### src/rtl/axis_cnt_chk_pkg.sv
// Shared encodings for the AXI4-Stream count checker: FSM states and error-flag bit positions.
package axis_cnt_pkg;

  typedef enum logic [1:0] {
    ST_IDLE  = 2'd0,
    ST_SYNC  = 2'd1,
    ST_CHECK = 2'd2,
    ST_HALT  = 2'd3
  } state_e;

  localparam int unsigned FLAG_LANE = 0;
  localparam int unsigned FLAG_USER = 1;
  localparam int unsigned FLAG_SEQ  = 2;
  localparam int unsigned FLAG_LAST = 3;
  localparam int unsigned NUM_FLAGS = 4;

  typedef logic [NUM_FLAGS-1:0] err_flags_t;

  // A zero-length on-phase would stall the stream forever, so it is stretched to one cycle.
  function automatic logic [7:0] rdy_on_len(input logic [7:0] on_len);
    return (on_len == 8'd0) ? 8'd1 : on_len;
  endfunction

endpackage

### src/rtl/axis_cnt_chk_rdy.sv
// Backpressure pattern generator: on_len cycles ready, off_len cycles not ready, repeating.
module axis_cnt_chk_rdy
  import axis_cnt_pkg::*;
(
  input  logic       clk_i,
  input  logic       rst_ni,
  input  logic       restart_i,
  input  logic       en_i,
  input  logic [7:0] on_len_i,
  input  logic [7:0] off_len_i,
  output logic       rdy_o
);

  logic       on_q, on_d;
  logic [7:0] cnt_q, cnt_d;
  logic [7:0] on_len;
  logic [8:0] cnt_inc;

  always_comb begin
    on_len  = rdy_on_len(on_len_i);
    cnt_inc = {1'b0, cnt_q} + 9'd1;
    on_d    = on_q;
    cnt_d   = cnt_q;
    if (restart_i) begin
      on_d  = 1'b1;
      cnt_d = '0;
    end else if (en_i) begin
      if (on_q) begin
        if (cnt_inc >= {1'b0, on_len}) begin
          cnt_d = '0;
          on_d  = (off_len_i == 8'd0);
        end else begin
          cnt_d = cnt_inc[7:0];
        end
      end else begin
        if (cnt_inc >= {1'b0, off_len_i}) begin
          cnt_d = '0;
          on_d  = 1'b1;
        end else begin
          cnt_d = cnt_inc[7:0];
        end
      end
    end
  end

  always_ff @(posedge clk_i or negedge rst_ni) begin
    if (!rst_ni) begin
      on_q  <= 1'b1;
      cnt_q <= '0;
    end else begin
      on_q  <= on_d;
      cnt_q <= cnt_d;
    end
  end

  // off_len of zero forces ready even if a stale off-phase is still pending.
  assign rdy_o = en_i & (on_q | (off_len_i == 8'd0));

endmodule

### config.mk
export PLATFORM = sky130hd
export DESIGN_NAME = axis_cnt_chk_rdy
export DESIGN_NICKNAME = d
export VERILOG_FILES = /design/src/rtl/axis_cnt_chk_pkg.sv /design/src/rtl/axis_cnt_chk_rdy.sv
export SDC_FILE = /design/constraint.sdc
export NUM_CORES = 1
export LEC_CHECK = 0
export CAP_MARGIN = 20
export CORE_AREA = 2 2 51 53
export CTS_BUF_LIST = sky130_fd_sc_hd__clkbuf_8
export DETAILED_ROUTE_END_ITERATION = 16
export DIE_AREA = 0 0 53 55
export PLACE_DENSITY_LB_ADDON = 0.05
export RECOVER_POWER = 50
export SETUP_SLACK_MARGIN = 0.4
export SLEW_MARGIN = 10
export SYNTH_ARGS = -nofsm -noshare
export SYNTH_HDL_FRONTEND = slang
export SYNTH_SLANG_ARGS = --single-unit
export TNS_END_PERCENT = 30
### constraint.sdc
create_clock -name clk_i -period 3.6 [get_ports clk_i]
set_input_delay 0.54 -clock clk_i [delete_from_list [all_inputs] [get_ports clk_i]]
set_output_delay 0.54 -clock clk_i [all_outputs]
set_load 0.03 [all_outputs]
==> reports/results.ini <==
[setup_path]
worstRegToRegCells=10
reg2reg_from=cnt_q[0]
setup.worst_path.end_class=flop
timing.rr.end=cnt_q[4]
worst_setup_path_endpoint=cnt_q[4]
path_class=flop to flop
worst_ep_required_time_ns=3.73
regToRegSetupSlack_ns=0.74
crit_fanout=8
critical_path.startpoint_type=flop
crit_start=cnt_q[0]
timing.critical_path.arrival_ns=2.99

[logic_synthesis]
synth-edff-count=0
synth_warnings=0
post_synth_main_area_contributors=ha_1 22%, dfrtp_1 21%, inv_1 6.5%
synth.yosys.seq_area_share=0.232
syn_area_per_cell_sq_um=8.13
proportion_of_register_bits_with_asynchronous_set_or_reset_after_synthesis=1.00
synth_cell_types=32
netlist.area_leader.share=0.218
yosysTopAreaCell=ha_1
synth-main-ff-cell=dfrtp_1
summed_instance_area_of_the_synthesized_netlist_sq_um=976
synth.net_count=157
post_synth_most_frequent_cells=17 x ha_1, 17 x inv_1, 17 x nand2_1
syn_inst=120
synth-seq-cells=9

[pwr]
totalPowerFinal_mw=0.294
power.density_nw_per_um2=235
power.static_leakage_nw=0.628
vdd_ir_drop_max_v=0.000241

[timing]
fmax_mhz=350
final_max_slew_viol_count=0
finalCritPeriodShare=0.794
hold_viol_final=0
relSlewSlack=0.720
setup_total_negative_slack_ns=0
rsz0062_at_grt=no
final-setup-viol-count=0
worst-slew-pin-transition_ns=0.415
fin_crit_ns=2.86
clock_skew_ns=0.000857

[die]
floorplan.rows=18
pin_count=21
die_width_um=53
die_height_um=55
area_of_the_core_sq_um=2360
die_area_sq_um=2920
starting_utilization_of_the_core_area=0.413

[grt]
grt_antenna_before_repair=0
aggregate_global_route_resource_usage=0.176
grt_pass1_vias=884
grt-ovfl-total=0
grt_max_degree=10
global_route_wire_length_before_repair_mm=3.72

[clocking]
hold_fix_buffer_count_after_cts=0
htree_num_levels=1
clockBufferDepth=2
cts_tree=built
post_cts_setup_repair_buffer_count=0
cts_repair_resize_count=0
ctsRootBufferMaster=clkbuf_8
cts.clk_slew.worst_paths_ns=0.04
clk-insertion-delay-late_ns=0.23
cts_sinks=9
cts-buffers-inserted=3

[cells_and_area]
drive_gt1_frac=0.0704
n_diodes=0
final_core_util=0.529
area.growth.synth_to_final_pct=28.2
final_nets=180
fin_area_sq_um=1250
num-fill-cells=234

[placement]
io_buffers=20
post_dp_cell_area_sq_um=1210
detailed_place_hpwl_mm=1.90
routabilityCongestion=0.861

[detailed_routing]
drc_errors=0
routed_wl_mm=2.28
first_iter_violations=12
routed.top_layer=met4
via_per_inst=5.19
routed-wl-met3_um=83
antenna_left=0
routedWlPerCell_um=13.3
dr_total_vias=893
route.layer.met1.wl_mm=1.07
detailroute.wirelength.met2_mm=1.11
drt-pass1-iter-count=4

[hold_path]
hold_class=flop to flop

[run]
maxCapViolCount=0

[outcome]
status=completed

-- sequential cells by signal (all words and copies together), names as in the netlist --
register / flops
cnt_q: 8
on_q: 1
-- routing by layer --
| layer | vias to the layer above | global-route usage |
|---|---|---|
| met4 | 0 | 0.0684 |
| met2 | 23 | 0.321 |
| met3 | 2 | 0.0188 |
| met1 | 401 | 0.215 |
| met5 | - | 0 |
| li1 | 467 | - |
-- power breakdown --
group,switching (mW),total (mW),internal (mW)
combinational,0.0329,0.0721,0.0392
clock,0.0393,0.114,0.0742
sequential,0.00393,0.108,0.104
total,0.0762,0.294,0.218
-- worst min path at each step --
stage / from / end / slack (ns) / depth (start not counted)
finish: cnt_q[7] / cnt_q[7] / 0.49 / 2
global route: cnt_q[7] / cnt_q[7] / 0.50 / 2
CTS: cnt_q[7] / cnt_q[7] / 0.49 / 2
detailed placement: cnt_q[7] / cnt_q[7] / 0.48 / 2
global placement: cnt_q[7] / cnt_q[7] / 0.47 / 2
floorplan: rst_ni / cnt_q[0] / 0.24 / 0
-- through the flow --
step | setup slack (ns) | std cells | hold WS (ns)
5_1_grt | 0.449 | 172 | 0.504
2_1_floorplan | 1.03 | 120 | 0.244
6_report | 0.740 | 172 | 0.488
3_5_place_dp | 0.727 | 168 | 0.479
4_1_cts | 0.709 | 172 | 0.489
3_3_place_gp | 0.769 | 168 | 0.468
-- layout make-up --
type	count	area (sq um)	area share
clock buffers	3	41.3	0.0330
multi-input cells	92	678	0.542
inverters	17	63.8	0.0510
repair buffers	20	200	0.160
clock inverters	1	3.75	0.00300
flip-flops and latches	9	226	0.181
well taps	30	37.5	0.0300
-- cell usage in the layout, fill, tap and decap left out --
| cell | n |
|---|---|
| clkdlybuf4s50_1 | 19 |
| inv_1 | 18 |
| nand2_1 | 17 |
| ha_1 | 17 |
| dfrtp_1 | 8 |
| o21ai_0 | 7 |
| nor2_1 | 6 |
| a21oi_1 | 6 |
| nand3_1 | 5 |
| xor2_1 | 3 |
| xnor2_1 | 3 |
| nor4_1 | 3 |
| nor2b_1 | 3 |
| clkbuf_8 | 3 |
| nand4_1 | 2 |
| and3_1 | 2 |
| a21o_1 | 2 |
| o32ai_1 | 2 |
| a41o_1 | 1 |
| nor3_2 | 1 |
| a221o_1 | 1 |
| nor2_2 | 1 |
| o211ai_1 | 1 |
| nand2b_4 | 1 |
| a211o_1 | 1 |
| o221ai_1 | 1 |
| a211oi_2 | 1 |
| a31oi_4 | 1 |
| nor3b_1 | 1 |
| mux2_2 | 1 |
| o31ai_1 | 1 |
| nand2b_1 | 1 |
| dlygate4sd3_1 | 1 |
| dfstp_2 | 1 |
-- logic make-up after synthesis --
group | count (synthesis) | share of synthesized area
and+or+nand+nor | 43 | 0.223
AOI/OAI and AO/OA | 25 | 0.188
buffers and inverters | 19 | 0.0731
adders and majority gates | 17 | 0.218
DFF | 9 | 0.232
xor gates and xnor gates | 6 | 0.0539
muxes | 1 | 0.0115
-- worst max-delay path: stages (launching register included) --
cell and delay (ns):
dfrtp_1 0.44, ha_1 0.25, nand3_1 0.20, nor2_1 0.18, xor2_1 0.26, ha_1 0.29
and3_1 0.20, a221o_1 0.34, nor2_2 0.16, a31oi_4 0.15, o32ai_1 0.29
Power figures use the tool's default switching activity.
